===== src/rtl/sbox_subbytes_engine.sv =====
// -----------------------------------------------------------------------------
// sbox_subbytes_engine
//
// Multi-cycle AES SubBytes engine. An NUM_BYTES-byte state is substituted LANES
// bytes per beat through composite-field GF((2^4)^2) S-boxes:
//   isomorphic map -> GF((2^4)^2) inversion -> inverse map -> affine.
// The state register is rotated right by LANES bytes each beat, so after
// BEATS = NUM_BYTES/LANES beats every byte has been substituted once and sits
// in its original position again.
//
// Optional feature macro: SBOX_INV_EN
//   defined   : each lane can also run the inverse S-box (inverse affine before
//               the field inversion), selected per block by in_inv.
//   undefined : forward S-box only; in_inv is ignored.
//
// Ports
//   clk        in   rising-edge clock
//   rst_n      in   asynchronous active-low reset
//   in_valid   in   input block valid
//   in_ready   out  engine can accept a block (high only in IDLE)
//   in_data    in   state, byte i = in_data[8i+7:8i]
//   in_inv     in   1 = inverse S-box (SBOX_INV_EN builds only)
//   out_valid  out  result valid, held until out_ready
//   out_ready  in   downstream accepts the result
//   out_data   out  substituted state, same byte order as in_data
//   busy       out  high while substituting
// -----------------------------------------------------------------------------
module sbox_subbytes_engine #(
    parameter int NUM_BYTES = 16,
    parameter int LANES     = 4
) (
    input  logic                   clk,
    input  logic                   rst_n,
    input  logic                   in_valid,
    output logic                   in_ready,
    input  logic [8*NUM_BYTES-1:0] in_data,
    input  logic                   in_inv,
    output logic                   out_valid,
    input  logic                   out_ready,
    output logic [8*NUM_BYTES-1:0] out_data,
    output logic                   busy
);

    localparam int BEATS = NUM_BYTES / LANES;
    localparam int CNT_W = (BEATS > 1) ? $clog2(BEATS) : 1;

    // ---------------- GF(2^4), polynomial x^4 + x + 1 ----------------
    function automatic logic [3:0] gf16_mul(input logic [3:0] a, input logic [3:0] b);
        logic [3:0] p;
        logic [3:0] aa;
        p  = 4'h0;
        aa = a;
        for (int i = 0; i < 4; i++) begin
            if (b[i]) p = p ^ aa;
            aa = aa[3] ? ({aa[2:0], 1'b0} ^ 4'h3) : {aa[2:0], 1'b0};
        end
        return p;
    endfunction

    // a^14 = a^-1 for a != 0, and 0 -> 0
    function automatic logic [3:0] gf16_inv(input logic [3:0] a);
        logic [3:0] a2, a4, a8;
        a2 = gf16_mul(a, a);
        a4 = gf16_mul(a2, a2);
        a8 = gf16_mul(a4, a4);
        return gf16_mul(gf16_mul(a8, a4), a2);
    endfunction

    // ---------------- GF((2^4)^2), polynomial y^2 + y + lam ----------------
    function automatic logic [7:0] gfc_mul(input logic [7:0] a, input logic [7:0] b,
                                           input logic [3:0] lam);
        logic [3:0] hh;
        hh = gf16_mul(a[7:4], b[7:4]);
        return {hh ^ gf16_mul(a[7:4], b[3:0]) ^ gf16_mul(a[3:0], b[7:4]),
                gf16_mul(hh, lam) ^ gf16_mul(a[3:0], b[3:0])};
    endfunction

    // (h*y + l)^-1 = (h*y + h + l) / (h^2*lam + h*l + l^2); zero maps to zero
    function automatic logic [7:0] gfc_inv(input logic [7:0] c, input logic [3:0] lam);
        logic [3:0] h, l, di;
        h  = c[7:4];
        l  = c[3:0];
        di = gf16_inv(gf16_mul(gf16_mul(h, h), lam) ^ gf16_mul(h, l) ^ gf16_mul(l, l));
        return {gf16_mul(h, di), gf16_mul(h ^ l, di)};
    endfunction

    // ---------------- Elaboration-time construction of the isomorphism ----------------
    // Smallest lam for which y^2 + y + lam has no root in GF(2^4).
    function automatic logic [3:0] find_lambda();
        logic [3:0] lam;
        logic       found, has_root;
        lam   = 4'h0;
        found = 1'b0;
        for (int l = 1; l < 16; l++) begin
            has_root = 1'b0;
            for (int t = 0; t < 16; t++)
                if ((gf16_mul(4'(t), 4'(t)) ^ 4'(t)) == 4'(l)) has_root = 1'b1;
            if (!has_root && !found) begin
                lam   = 4'(l);
                found = 1'b1;
            end
        end
        return lam;
    endfunction

    // A root of the AES polynomial x^8 + x^4 + x^3 + x + 1 in the composite field.
    function automatic logic [7:0] find_beta(input logic [3:0] lam);
        logic [7:0] beta, pw, acc;
        logic       found;
        beta  = 8'h0;
        found = 1'b0;
        for (int c = 2; c < 256; c++) begin
            pw  = 8'h01;
            acc = 8'h00;
            for (int k = 0; k <= 8; k++) begin
                if (k == 0 || k == 1 || k == 3 || k == 4 || k == 8) acc = acc ^ pw;
                pw = gfc_mul(pw, 8'(c), lam);
            end
            if (acc == 8'h00 && !found) begin
                beta  = 8'(c);
                found = 1'b1;
            end
        end
        return beta;
    endfunction

    // Linear map stored as eight 8-bit columns; column i is the image of bit i.
    function automatic logic [7:0] apply_lin(input logic [63:0] m, input logic [7:0] x);
        logic [7:0] r;
        r = 8'h00;
        for (int i = 0; i < 8; i++)
            if (x[i]) r = r ^ m[8*i +: 8];
        return r;
    endfunction

    // AES basis alpha^i maps to beta^i.
    function automatic logic [63:0] build_map(input logic [7:0] beta, input logic [3:0] lam);
        logic [63:0] m;
        logic [7:0]  pw;
        m  = '0;
        pw = 8'h01;
        for (int i = 0; i < 8; i++) begin
            m[8*i +: 8] = pw;
            pw          = gfc_mul(pw, beta, lam);
        end
        return m;
    endfunction

    // Column j of the inverse is the preimage of composite basis bit j.
    function automatic logic [63:0] build_imap(input logic [63:0] m);
        logic [63:0] r;
        r = '0;
        for (int j = 0; j < 8; j++)
            for (int a = 0; a < 256; a++)
                if (apply_lin(m, 8'(a)) == (8'h01 << j)) r[8*j +: 8] = 8'(a);
        return r;
    endfunction

    localparam logic [3:0]  LAMBDA = find_lambda();
    localparam logic [7:0]  BETA   = find_beta(LAMBDA);
    localparam logic [63:0] MAP_M  = build_map(BETA, LAMBDA);
    localparam logic [63:0] IMAP_M = build_imap(MAP_M);

    function automatic logic [7:0] gf256_inv(input logic [7:0] x);
        return apply_lin(IMAP_M, gfc_inv(apply_lin(MAP_M, x), LAMBDA));
    endfunction

    function automatic logic [7:0] fwd_affine(input logic [7:0] a);
        return a ^ {a[6:0], a[7]} ^ {a[5:0], a[7:6]} ^ {a[4:0], a[7:5]}
                 ^ {a[3:0], a[7:4]} ^ 8'h63;
    endfunction

`ifdef SBOX_INV_EN
    function automatic logic [7:0] inv_affine(input logic [7:0] b);
        return {b[6:0], b[7]} ^ {b[4:0], b[7:5]} ^ {b[1:0], b[7:2]} ^ 8'h05;
    endfunction

    function automatic logic [7:0] sbox_lane(input logic [7:0] x, input logic inv);
        logic [7:0] y;
        y = gf256_inv(inv ? inv_affine(x) : x);
        return inv ? y : fwd_affine(y);
    endfunction

    logic inv_reg;
`else
    function automatic logic [7:0] sbox_lane(input logic [7:0] x);
        return fwd_affine(gf256_inv(x));
    endfunction

    logic unused_in_inv;
    assign unused_in_inv = in_inv;
`endif

    typedef enum logic [1:0] {IDLE, BUSY, DONE} state_t;

    state_t                 state;
    logic [8*NUM_BYTES-1:0] state_reg;
    logic [CNT_W-1:0]       cnt;
    logic [8*LANES-1:0]     sub_bytes;
    logic [8*NUM_BYTES-1:0] rot_next;

    always_comb begin
        // NOTE: default first so every path assigns sub_bytes and no latch is inferred.
        sub_bytes = '0;
        for (int i = 0; i < LANES; i++) begin
`ifdef SBOX_INV_EN
            sub_bytes[8*i +: 8] = sbox_lane(state_reg[8*i +: 8], inv_reg);
`else
            sub_bytes[8*i +: 8] = sbox_lane(state_reg[8*i +: 8]);
`endif
        end
    end

    // Substituted low bytes go to the top; with a single beat the rotate is the identity.
    generate
        if (LANES == NUM_BYTES) begin : g_no_rot
            assign rot_next = sub_bytes;
        end else begin : g_rot
            assign rot_next = {sub_bytes, state_reg[8*NUM_BYTES-1:8*LANES]};
        end
    endgenerate

    assign out_data = state_reg;

    // NOTE: all state here uses non-blocking assignments so every flop samples
    // pre-edge values regardless of statement order.
    always_ff @(posedge clk or negedge rst_n) begin
        if (!rst_n) begin
            state     <= IDLE;
            state_reg <= '0;
            cnt       <= '0;
`ifdef SBOX_INV_EN
            inv_reg   <= 1'b0;
`endif
            in_ready  <= 1'b1;
            out_valid <= 1'b0;
            busy      <= 1'b0;
        end else begin
            case (state)
                IDLE: if (in_valid) begin
                    state_reg <= in_data;
`ifdef SBOX_INV_EN
                    inv_reg   <= in_inv;
`endif
                    cnt       <= '0;
                    state     <= BUSY;
                    in_ready  <= 1'b0;
                    busy      <= 1'b1;
                end
                BUSY: begin
                    state_reg <= rot_next;
                    if (cnt == CNT_W'(BEATS - 1)) begin
                        cnt       <= '0;
                        state     <= DONE;
                        busy      <= 1'b0;
                        out_valid <= 1'b1;
                    end else begin
                        cnt <= cnt + 1'b1;
                    end
                end
                DONE: if (out_ready) begin
                    state     <= IDLE;
                    out_valid <= 1'b0;
                    in_ready  <= 1'b1;
                end
                default: begin
                    state     <= IDLE;
                    in_ready  <= 1'b1;
                    out_valid <= 1'b0;
                    busy      <= 1'b0;
                end
            endcase
        end
    end

endmodule


===== config.mk =====
export PLATFORM = sky130hd
export DESIGN_NAME = sbox_subbytes_engine
export DESIGN_NICKNAME = d
export VERILOG_FILES = /design/src/rtl/sbox_subbytes_engine.sv
export SDC_FILE = /design/constraint.sdc
export NUM_CORES = 1
export LEC_CHECK = 0
export BUFFER_PORTS_ARGS = -buffer_cell sky130_fd_sc_hd__buf_2
export CAP_MARGIN = 20
export CELL_PAD_IN_SITES_DETAIL_PLACEMENT = 0
export CELL_PAD_IN_SITES_GLOBAL_PLACEMENT = 1
export CORE_AREA = 2 2 199 201
export CTS_CLUSTER_DIAMETER = 50
export DETAILED_ROUTE_END_ITERATION = 8
export DIE_AREA = 0 0 201 203
export GPL_TIMING_DRIVEN = 0
export PLACE_DENSITY_LB_ADDON = 0.1
export SYNTH_ARGS = -nofsm -noshare
export SYNTH_HDL_FRONTEND = slang
export SYNTH_SLANG_ARGS = --single-unit

===== constraint.sdc =====
create_clock -name clk -period 10.1 [get_ports clk]
set_input_delay 1.01 -clock clk [delete_from_list [all_inputs] [get_ports clk]]
set_output_delay 1.01 -clock clk [all_outputs]
set_load 0.05 [all_outputs]

==> results.cfg, run 1 <==
[layout]
stdcell_area_um2 = 19200
num-fill-cells = 3864
final_cell_count_no_fill = 2964
largest_register_ffs = 128
drive_gt1_share_pct = 18.1
multi_input_area_um2 = 12100
area_delta_synth_final_pct = 16.4
seq_area_um2 = 3380
fin_nets = 2580

[sta]
fin_crit_ns = 9.46
hold_violations = 0
slew_violations = 0
finalCritPeriodShare_pct = 93.6
holdWs_ns = 0.502
finalSetupTns_ns = 0
finClkSkew_ns = 0.0153
rsz0062_at_grt = no
setup-violations-final = 0
fmax_ghz = 0.106
tightest_slew_ns = 1.06
relSlewSlack_pct = 28.7

[setup_path]
startpoint = out_data[13]
critPathSlowestCell = or4_1
worstPathRequired_ns = 10.40
critPathCaptureType = flop
cp.arrival_ns = 9.75
critPathMaxStageDelay_ns = 0.47
r2r_cells = 36
crit_end = out_data[105]
critical_path_class = reg2reg
r2r-end = out_data[105]
crit_path_frequent_cell = xnor2_1
startpoint_type = flop
timing.rr.start = out_data[13]
path_max_fanout = 11
r2r_slack_ns = 0.64

[synth]
synth.largest_area_cell = dfrtp_1
yosys_warnings = 0
ys_ff_latch = 135
synth_most_common_cell = o22ai_1
synth_nets = 2294
synth.distinct_cells = 105
synthTopCellsByCount = 211 x o22ai_1, 204 x a21oi_1, 186 x nand2_1
yosysTopAreaCellShare_pct = 20.3
async_flop_share_pct = 100
synthCells = 2142
synth.area.top_cells = dfrtp_1 20%, xnor2_1 9.6%, o22ai_1 8.0%
yosysSeqAreaShare_pct = 20.5
synth-edff-count = 0
synth_ff_type = dfrtp_1
synth_area_um2 = 16500
syn_area_per_cell_um2 = 7.70

[routing]
drt-wirelength-per-cell_um = 22.7
viasPerCell = 6.31
drc = 0
drt-total-wl_um = 67400
vias = 18700
firstDrtPassIters = 7
drt_iter0_markers = 1751
postRouteAntennaNets = 0

[die]
io_pins = 264
die_w_um = 201
die_h_um = 203
fp.coreArea_um2 = 38500
rows = 72
initial_core_util_pct = 42.9
dieArea_um2 = 40800

[placed_design]
gp_congestion = 0.951
dpl.cell_count = 2923
dp_hpwl_um = 51700
postPlaceCellArea_um2 = 18500
numPortBuffers = 262

[clock_tree]
clk_latency_ns = 0.45
root_buffer = clkbuf_16
cts.clk_slew.worst_paths_ns = 0.06
clockBufferDepth = 2
cts_sinks = 135
cts_buffers = 17
tritoncts = built
holdBufCountCts = 0
htreeDepth = 4

[global_routing]
grt_pass1_wl_um = 104000
gr-total-overflow = 0
grt_start_max_net_pins = 72
grt_pass1_vias = 17200
antenna_found_initial = 5
grt.total_usage_pct = 32.1

[min_path]
hp-class = reg2reg
hold_depth = 1

[flow_run]
cap_violations = 0

[status]
status = finished clean
## layout by cell type, fill, tap and decap left out, types with 11 or more instances in the layout
master	count
dfrtp_1	134
o22a_1	14
nor3_1	70
xnor3_1	20
nand2b_1	16
a211oi_1	26
or3_1	11
nor2_1	162
buf_2	296
nor4_1	11
o22ai_1	211
nor2b_1	11
clkbuf_16	17
o31ai_1	13
a31oi_1	42
xnor2_2	18
xor2_1	69
and3_1	24
ha_1	19
o32ai_1	11
o21ai_0	86
nand2_1	186
buf_4	12
nand4_1	15
a21oi_1	204
and2_1	12
mux2i_1	42
o211ai_1	25
nand3_1	40
xor2_2	12
inv_1	38
xnor2_1	179
buf_1	16
o221ai_1	15
clkbuf_1	128
## metal layers
metal	up-vias	routed length, um	track usage, %	share of wire [%]
li1	8539	-	-	-
met5	-	0	0	0
met2	922	31200	52.1	46
met4	0	1980	10.2	2.9
met1	9148	28600	44.0	43
met3	108	5530	4.56	8.2
## per-stage QoR
stage	worst slack, ns	util (%)
floorplan	1.37	-
global placement	0.190	48.0
detailed placement	0.158	48.0
CTS	0.130	49.6
global route	0.000841	49.8
finish	0.644	49.9
## cell type report
cell class / count / area share [%]
multi-input cells: 1763 / 63.3
flip-flops and latches: 135 / 17.6
clock inverters: 14 / 0.841
diodes: 5 / 0.0652
inverters: 46 / 0.900
plain buffers: 197 / 4.42
clock buffers: 18 / 2.29
well taps: 518 / 3.38
repair buffers: 268 / 7.19
## worst max-delay path: cells and delay by family (launching register included)
kind                       cells  cell delay [ns]
AOI/OAI and AO/OA              3             0.61
xor gates and xnor gates      14             3.42
adders and majority gates      3             1.08
buffers and inverters          8             1.74
DFF                            1             0.39
muxes                          3             0.98
and+or+nand+nor                5             1.10
## worst min path at each step
stage,startpoint,endpoint,slack [ns]
final,cnt[0],cnt[0],0.50
after global routing,cnt[1],cnt[1],0.52
after CTS,cnt[0],cnt[0],0.50
after detailed placement,cnt[0],cnt[0],0.49
after global placement,cnt[0],cnt[0],0.48
after floorplan,cnt[0],cnt[0],0.46
## kinds of logic after synthesis
family / share of synthesized area (%)
compound gates: 30.5
xor+xnor: 20.4
fa+ha+maj: 1.56
buf+inv: 6.15
flops: 20.5
mux: 3.73
simple gates: 17.2
## repair_timing
action / 4_1_cts / 5_1_grt
resized for setup: 0 / 20
setup endpoints to repair: 0 / 19
buffers inserted: 0 / 4
Power of run 1 is not shown: default switching activity piles up to over one toggle a cycle in this logic, so the estimate is an artifact.
==> run 2: changes to the inputs <==
--- a/config.mk
+++ b/config.mk
@@ -16,4 +16,5 @@
 export GPL_TIMING_DRIVEN = 0
 export PLACE_DENSITY_LB_ADDON = 0.1
+export RECOVER_POWER = 25
 export SYNTH_ARGS = -nofsm -noshare
 export SYNTH_HDL_FRONTEND = slang
==> constraint.sdc (replaced) <==
create_clock -name clk -period 10.1 [get_ports clk]
set_input_delay 0.505 -clock clk [delete_from_list [all_inputs] [get_ports clk]]
set_output_delay 0.505 -clock clk [all_outputs]
set_load 0.05 [all_outputs]
==> run 2 against run 1 <==
Against the previous run:
- the run now ends with max-capacitance violations, max-slew violations left
- non-clock buffer count unchanged
- critical path depth unchanged
- hold slack worse by 0.19 ns
- flip-flop and latch count is the same
- via count down 0.67%
- worst setup slack worse by 0.0077 ns
- routed wire length barely moved
==> results.cfg, run 2 (synthesis gave the netlist of run 1 again) <==
[status]
status = finished with violations
violations = max-capacitance violations, max-slew violations

[die]
die_h_um = 203
fp.coreArea_um2 = 38500
dieArea_um2 = 40800
io_pins = 264
rows = 72
die_w_um = 201
initial_core_util_pct = 42.9

[placed_design]
dp_hpwl_um = 51700
gp_congestion = 0.951
numPortBuffers = 262
dpl.cell_count = 2923

[sta]
rsz0062_at_grt = no
finalSetupTns_ns = 0
tightest_slew_ns = 4.02
setup-violations-final = 0
finalCritPeriodShare_pct = 93.7
fmax_ghz = 0.106
slew_violations = 138
finClkSkew_ns = 0.0131
hold_violations = 0
fin_crit_ns = 9.46
relSlewSlack_pct = -168

[clock_tree]
cts_buffers = 17
tritoncts = built
clk_latency_ns = 0.45
cts_sinks = 135
root_buffer = clkbuf_16
clockBufferDepth = 2
cts.clk_slew.worst_paths_ns = 0.07
htreeDepth = 4

[global_routing]
gr-total-overflow = 0
grt_pass1_wl_um = 104000
grt.total_usage_pct = 32.1
grt_pass1_vias = 17200
antenna_found_initial = 5
grt_start_max_net_pins = 72

[setup_path]
cp.arrival_ns = 9.76
cp.depth = 36
worst-path-buf-inv = 8
r2r_cells = 36
crit_path_frequent_cell = xnor2_1
path_max_fanout = 11
startpoint_type = flop
critPathCaptureType = flop
critPathSlowestCell = a21oi_1
crit_end = out_data[105]
worstPathRequired_ns = 10.40
timing.rr.start = out_data[13]
path_delay_family = XOR/XNOR gates
r2r-end = out_data[105]
r2r_slack_ns = 0.64
critPathMaxStageDelay_ns = 0.49
critical_path_class = reg2reg
startpoint = out_data[13]

[layout]
final_cell_mix = 296 x buf_2, 211 x o22ai_1, 204 x a21oi_1, 186 x nand2_1, 179 x xnor2_1
largest_register_ffs = 128
drive_gt1_share_pct = 18.1
fin_nets = 2580
final_common_cell = buf_2
num-fill-cells = 3868
area_delta_synth_final_pct = 16.2
final_cell_count_no_fill = 2964

[routing]
drt_iter0_markers = 1745
vias = 18600
drt-wirelength-per-cell_um = 22.7
postRouteAntennaNets = 0
viasPerCell = 6.27
drc = 0
drt-total-wl_um = 67400
firstDrtPassIters = 6

[flow_run]
cap_violations = 2

[min_path]
hp-class = in2reg
==> run 2: worst min-delay path by stage <==
stage / start / endpoint / cells after the start
6_report: in_data[110] / out_data[110] / 3
3_5_place_dp: cnt[0] / cnt[0] / 1
4_1_cts: rst_n / out_data[61] / 1
5_1_grt: in_data[116] / out_data[116] / 3
2_1_floorplan: rst_n / busy / 0
3_3_place_gp: cnt[0] / cnt[0] / 1
==> run 2: what timing repair did <==
action | 4_1_cts | 5_1_grt
buffers inserted | 0 | 4
setup endpoints to repair | 0 | 19
gates resized for setup | 0 | 20
hold buffers | 0 | 0
==> run 2: area by class of cell <==
class                   instances  area [um2]  area share [%]
diodes                          5        12.5          0.0653
plain buffers                 197         847            4.42
clock buffers                  18         439            2.29
clock inverters                14         161           0.843
inverters                      46         173           0.901
multi-input cells            1763       12100            63.4
flip-flops and latches        135        3380            17.6
well taps                     518         648            3.38
repair buffers                268        1350            7.04
==> run 2: metrics by stage <==
step	cell area [um2]	setup slack (ns)	hold slack [ns]	utilization (%)
final	19200	0.636	0.312	49.8
after global routing	19100	0.000841	0.319	49.8
after CTS	19100	0.130	0.0777	49.6
after detailed placement	18500	0.158	0.491	48.0
after global placement	18400	0.190	0.477	48.0
after floorplan	16500	1.37	0.209	-
==> run 2: routing by layer <==
| metal | wire (um) | share of wire (%) | GRT usage (%) |
|---|---|---|---|
| met5 | 0 | 0 | 0 |
| met4 | 1940 | 2.9 | 10.2 |
| met3 | 5450 | 8.1 | 4.56 |
| met2 | 31100 | 46 | 52.1 |
| met1 | 28900 | 43 | 44.0 |
==> run 2: worst reg2reg max path: cells and delay by family (launching register included) <==
| kind | cells | cell delay [ns] |
|---|---|---|
| AND/OR/NAND/NOR | 4 | 0.99 |
| AO/OA/AOI/OAI | 6 | 1.55 |
| flip-flops | 1 | 0.39 |
| adder cells (fa/ha/maj) | 3 | 1.08 |
| XOR/XNOR | 13 | 3.05 |
| buffers and inverters | 8 | 1.76 |
| multiplexers | 2 | 0.53 |
Power of run 2 is left out for the same reason.
